`config.mk`:
```
export PLATFORM = sky130hd
export DESIGN_NAME = rtc_bcd_read_seq
export DESIGN_NICKNAME = d
export VERILOG_FILES = /design/src/rtl/rtc_bcd_read_seq.sv
export SDC_FILE = /design/constraint.sdc
export NUM_CORES = 1
export LEC_CHECK = 0
export ABC_AREA = 1
export CELL_PAD_IN_SITES_DETAIL_PLACEMENT = 1
export CELL_PAD_IN_SITES_GLOBAL_PLACEMENT = 1
export CORE_UTILIZATION = 36
export DETAILED_ROUTE_END_ITERATION = 16
export HOLD_SLACK_MARGIN = 0.12
export PLACE_DENSITY = 0.95
export SETUP_SLACK_MARGIN = 0.3
export SYNTH_ARGS = -nofsm -noshare
export SYNTH_HDL_FRONTEND = slang
export SYNTH_SLANG_ARGS = --single-unit
```
`constraint.sdc`:
```
create_clock -name clk -period 3.6 [get_ports clk]
set_clock_uncertainty 0.1 [all_clocks]
set_input_delay 0.72 -clock clk [delete_from_list [all_inputs] [get_ports clk]]
set_output_delay 0.72 -clock clk [all_outputs]
set_load 0.005 [all_outputs]
```
`src/rtl/rtc_bcd_read_seq.sv`:
```
// Reads NUM_REGS consecutive BCD RTC registers via a shared BCD->binary converter in one start/done transaction.
// Optional build macro RANGE_CHECK_EN adds per-slot limit checks on the converted values.
module rtc_bcd_read_seq #(
    parameter int          NUM_REGS  = 6,
    parameter logic [7:0]  BASE_ADDR = 8'h21
) (
    input  logic                    clk,
    input  logic                    reset_n,
    input  logic                    start,
    output logic                    busy,
    output logic                    done,
    output logic                    err,
    output logic [NUM_REGS-1:0]     err_mask,
    output logic                    rd_req,
    output logic [7:0]              rd_addr,
    input  logic                    rd_ack,
    input  logic [7:0]              rd_data,
    output logic [7:0]              conv_bcd,
    input  logic [6:0]              conv_bin,
    output logic [7*NUM_REGS-1:0]   time_bin,
    output logic [2:0]              dbg_state
);

    // Bus handshake: rd_req rises in REQ and stays high, with rd_addr stable,
    // until the cycle in which rd_ack=1; rd_data is taken in that same cycle.
    localparam int         IDX_W = 3;
    localparam logic [IDX_W-1:0] LAST_IDX = IDX_W'(NUM_REGS - 1);
    localparam logic [6:0] BAD_VAL = 7'h7F;

    typedef enum logic [2:0] {
        S_IDLE  = 3'd0,
        S_REQ   = 3'd1,
        S_LATCH = 3'd2,
        S_CONV  = 3'd3,
        S_DONE  = 3'd4
    } state_e;

    state_e                  state_q, state_d;
    logic [IDX_W-1:0]        idx_q, idx_d;
    logic [7:0]              conv_bcd_q, conv_bcd_d;
    logic [7*NUM_REGS-1:0]   time_bin_q, time_bin_d;
    logic [NUM_REGS-1:0]     err_mask_q, err_mask_d;
    logic                    err_q, err_d;
    logic                    range_bad;
    logic                    slot_bad;

`ifdef RANGE_CHECK_EN
    function automatic logic [6:0] slot_limit(input logic [IDX_W-1:0] idx);
        case (idx)
            3'd0, 3'd1: slot_limit = 7'd59;
            3'd2:       slot_limit = 7'd23;
            3'd3:       slot_limit = 7'd31;
            3'd4:       slot_limit = 7'd12;
            default:    slot_limit = 7'd99;
        endcase
    endfunction

    // Date and month have no zero value.
    assign range_bad = (conv_bin > slot_limit(idx_q)) ||
                       ((conv_bin == 7'd0) && ((idx_q == 3'd3) || (idx_q == 3'd4)));
`else
    assign range_bad = 1'b0;
`endif

    assign slot_bad = (conv_bin == BAD_VAL) || range_bad;

    always_ff @(posedge clk or negedge reset_n) begin
        if (!reset_n) begin
            state_q    <= S_IDLE;
            idx_q      <= '0;
            conv_bcd_q <= '0;
            time_bin_q <= '0;
            err_mask_q <= '0;
            err_q      <= 1'b0;
        end else begin
            state_q    <= state_d;
            idx_q      <= idx_d;
            conv_bcd_q <= conv_bcd_d;
            time_bin_q <= time_bin_d;
            err_mask_q <= err_mask_d;
            err_q      <= err_d;
        end
    end

    always_comb begin
        state_d    = state_q;
        idx_d      = idx_q;
        conv_bcd_d = conv_bcd_q;
        time_bin_d = time_bin_q;
        err_mask_d = err_mask_q;
        err_d      = err_q;
        case (state_q)
            S_IDLE: begin
                if (start) begin
                    state_d    = S_REQ;
                    idx_d      = '0;
                    err_mask_d = '0;
                    err_d      = 1'b0;
                end
            end
            S_REQ: begin
                if (rd_ack) begin
                    conv_bcd_d = rd_data;
                    state_d    = S_LATCH;
                end
            end
            S_LATCH: state_d = S_CONV;
            S_CONV: begin
                for (int i = 0; i < NUM_REGS; i++) begin
                    if (idx_q == IDX_W'(i)) begin
                        time_bin_d[7*i +: 7] = slot_bad ? BAD_VAL : conv_bin;
                        err_mask_d[i]        = err_mask_q[i] | slot_bad;
                    end
                end
                if (idx_q == LAST_IDX) begin
                    state_d = S_DONE;
                    err_d   = |err_mask_d;
                end else begin
                    idx_d   = idx_q + 1'b1;
                    state_d = S_REQ;
                end
            end
            S_DONE:  state_d = S_IDLE;
            default: state_d = S_IDLE;
        endcase
    end

    assign busy      = (state_q == S_REQ) || (state_q == S_LATCH) || (state_q == S_CONV);
    assign done      = (state_q == S_DONE);
    assign rd_req    = (state_q == S_REQ);
    assign rd_addr   = (state_q == S_REQ) ? (BASE_ADDR + 8'(idx_q)) : 8'h00;
    assign err       = err_q;
    assign err_mask  = err_mask_q;
    assign conv_bcd  = conv_bcd_q;
    assign time_bin  = time_bin_q;
    assign dbg_state = state_q;

endmodule

```
==> impl_results.md <==
- R2r setup slk: 1840 ps
- Total number of yosys warnings: 0
- Max Cap Viol: 0
- Share of cells above drive strength 1: around a tenth
- Area of the die: between 0.007 and 0.008 mm^2
- Worst slack, placed: approximately 1200 ps
- Syn avg cell area: approximately 9.6 um^2
- Drt drc: 0
- Max-Slew Margin vs Limit: a little under three fifths
- Cells on worst reg2reg path: 10
- Initial Utilization: around two fifths
- Max VDD drop: around 0.34 mV
- CTS sink count: 63
- Initial DRC count: 64
- Number of global-route vias before repair: 2376
- Post-synthesis simple-gate area fraction: around 16%
- Most frequent cells in the layout: 85 x clkdlybuf4s50_1, 66 x nand2_1, 63 x dfrtp_1
- HPWL Detailed: 5.24 mm
- Tcrit/Tclk final: approximately 77%
- Largest net degree at the start of global routing: 36
- Slew of the pin with the lowest slew margin: 638 ps
- Clock network power share: roughly a fifth
- First-pass GRT wire length: 11.9 mm
- Status: finished clean
- Core Area: 0.00694 mm^2
- Fin Setup TNS: 0 ps
- Gr usage total: 20.9%
- Final Hold Viols: 0
- Initial antenna violation count: 0
- Reg2reg start: idx_q[0]$_DFFE_PN0P_
- CP startpoint kind: flop
- Crit end category: output port
- Die Span X: 87.8 um
- Placer's final routability congestion estimate: 0.791
- Commonest non-fill, non-tap cell in the layout: clkdlybuf4s50_1
- Final #Nets: 391
- P&R area growth vs syn: 43.3%
- Yosys cell types: 23
- Power consumption: between 0.003 and 0.004 W
- RSZ-0062 raised after global routing: false
- CTS root buf: clkbuf_8
- Clk pin slew, worst setup/hold paths: about 70 ps
- Skew-Pair Late Insertion Delay: ~340 ps
- Slew Limit Fails: 0
- Post-Synth Adder-Cell Area: about 2.4%
- Leak: 1.83 nW
- FF+latch count, synth: between 60 and 70
- Critical path class: reg2out
- Via-per-instance ratio: about 4.8
- Final wirelength: about 7.4 mm
- Clock Path Buffers: 2
- Final setup vio count: 0
- Power Internal: between 0.002 and 0.0025 W
- Mux share of post-synthesis cell area: 3.40%
- Routed WL per cell: between 15 and 20 um
- Setup Buffers After CTS: 0
- Crit path DAT: about 2000 ps
- Tmin final: 2780 ps
- CTS tree: done
- Drt first pass iters: 4
- Synth Cell Area: approximately 0.0026 mm^2
- Post-route ant nets: 0
- N_diodes: 0
- FF-to-FF End: err$_DFFE_PN0P_
- XOR/XNOR Fraction of Synth Area: 0%
- Hold Path Class: in2async
- Port Buf Inserts: 86
- Largest family of logic cells by synthesized area: simple AND/OR/NAND/NOR gates
- Sw Ratio: around a third
- Gr ovfl total: 0
- Share of total power in combinational logic: 41.6%
- Critical Path RT: between 2000 and 3000 ps
- Switching power: 0.00103 W
- Top Ports: 90
- Compound-Gate Fraction of Synth Area: 10.9%
- DIE HEIGHT: 87.8 um
- H-tree level count: 3
- Hold Buf Count CTS: 0
- Register share of total power: 37.5%
- Vias: between 2000 and 2500
- Row cnt: 30
- # resized after CTS: 0
- Setup ws final: 816 ps
- Peak Freq: about 0.36 GHz
- Pwr/cell area: 841 mW/mm^2
- Maximum fanout along the worst path: 4
- Synthesized instance count: about 280
- Total CTS buffers: 9
- Sequential share of the synthesized area: 59.5%
## cell families after synthesis
family                   count (synthesis)
AND/OR/NAND/NOR                         99
other                                    1
AO/OA/AOI/OAI                           56
buffers and inverters                   45
flip-flops                              63
multiplexers                             8
adder cells (fa/ha/maj)                  5
## area by class of cell
type,instances,area (um^2)
clock buffer,13,179
tap,96,120
multi-input combinational,171,885
clock inverter,2,37.5
fill,784,3150
timing repair buffer,87,863
inverter,35,134
sequential,63,1580
## critical path, cell delays in order, from the launching register on
cell and delay, ps:
dfrtp_1 410, ha_1 220, ha_1 300, nor2_1 160, clkdlybuf4s50_1 530
## worst max path at each step
stage | from | end | depth (start not counted)
6_report | idx_q[0]$_DFFE_PN0P_ | rd_addr[2] | 4
5_1_grt | dbg_state[1]$_DFFE_PN0P_ | rd_addr[3] | 4
4_1_cts | idx_q[0]$_DFFE_PN0P_ | rd_addr[2] | 4
3_5_place_dp | idx_q[0]$_DFFE_PN0P_ | rd_addr[2] | 4
3_3_place_gp | dbg_state[1]$_DFFE_PN0P_ | rd_addr[3] | 4
2_1_floorplan | idx_q[0]$_DFFE_PN0P_ | rd_addr[2] | 3
## power by group through the flow
stage               Clock [W]  Sequential [W]  Combinational, W
global placement            0         0.00119           0.00127
CTS                  0.000676         0.00120           0.00135
global route         0.000703         0.00124           0.00147
detailed placement          0         0.00121           0.00133
floorplan                   0         0.00120          0.000524
finish               0.000664         0.00120           0.00133
## per-layer routing
metal | track usage [%] | wire length, um
met3 | 5.00 | 391
met1 | 26.1 | 3210
met4 | 9.99 | 139
met2 | 34.2 | 3670
met5 | 0 | 0
## flip-flops by register name, indices dropped and copies added, names as in the netlist
register   count
dbg_state      3
err            1
time_bin      42
idx_q          3
err_mask       6
conv_bcd       8
## cells in the mapped netlist
library cell,n,area [um^2]
nand2_1,66,248
dfrtp_1,63,1580
o21ai_1,42,210
inv_1,30,113
nor2_1,14,52.6
nand3_1,9,45.0
mux2_2,8,90.1
o21ai_0,7,35.0
buf_2,6,30.0
ha_1,5,62.6
nand2_2,5,31.3
buf_4,4,30.0
inv_2,4,15.0
a21oi_1,3,15.0
o22ai_1,3,18.8
conb_1,1,3.75
inv_4,1,6.26
nand2_4,1,11.3
nand3_2,1,10.0
nand3_4,1,17.5
nor2_4,1,11.3
nor4_1,1,6.26
o32ai_1,1,8.76
## per-stage QoR
stage	instances	instance area, um^2	utilization [%]	hold WS (ps)
detailed placement	452	3580	51.5	381
CTS	467	3790	54.6	310
finish	467	3790	54.6	297
global route	467	3790	54.6	325
floorplan	279	2660	-	324
global placement	452	3580	51.5	374
(Power assumes the default switching activity.)
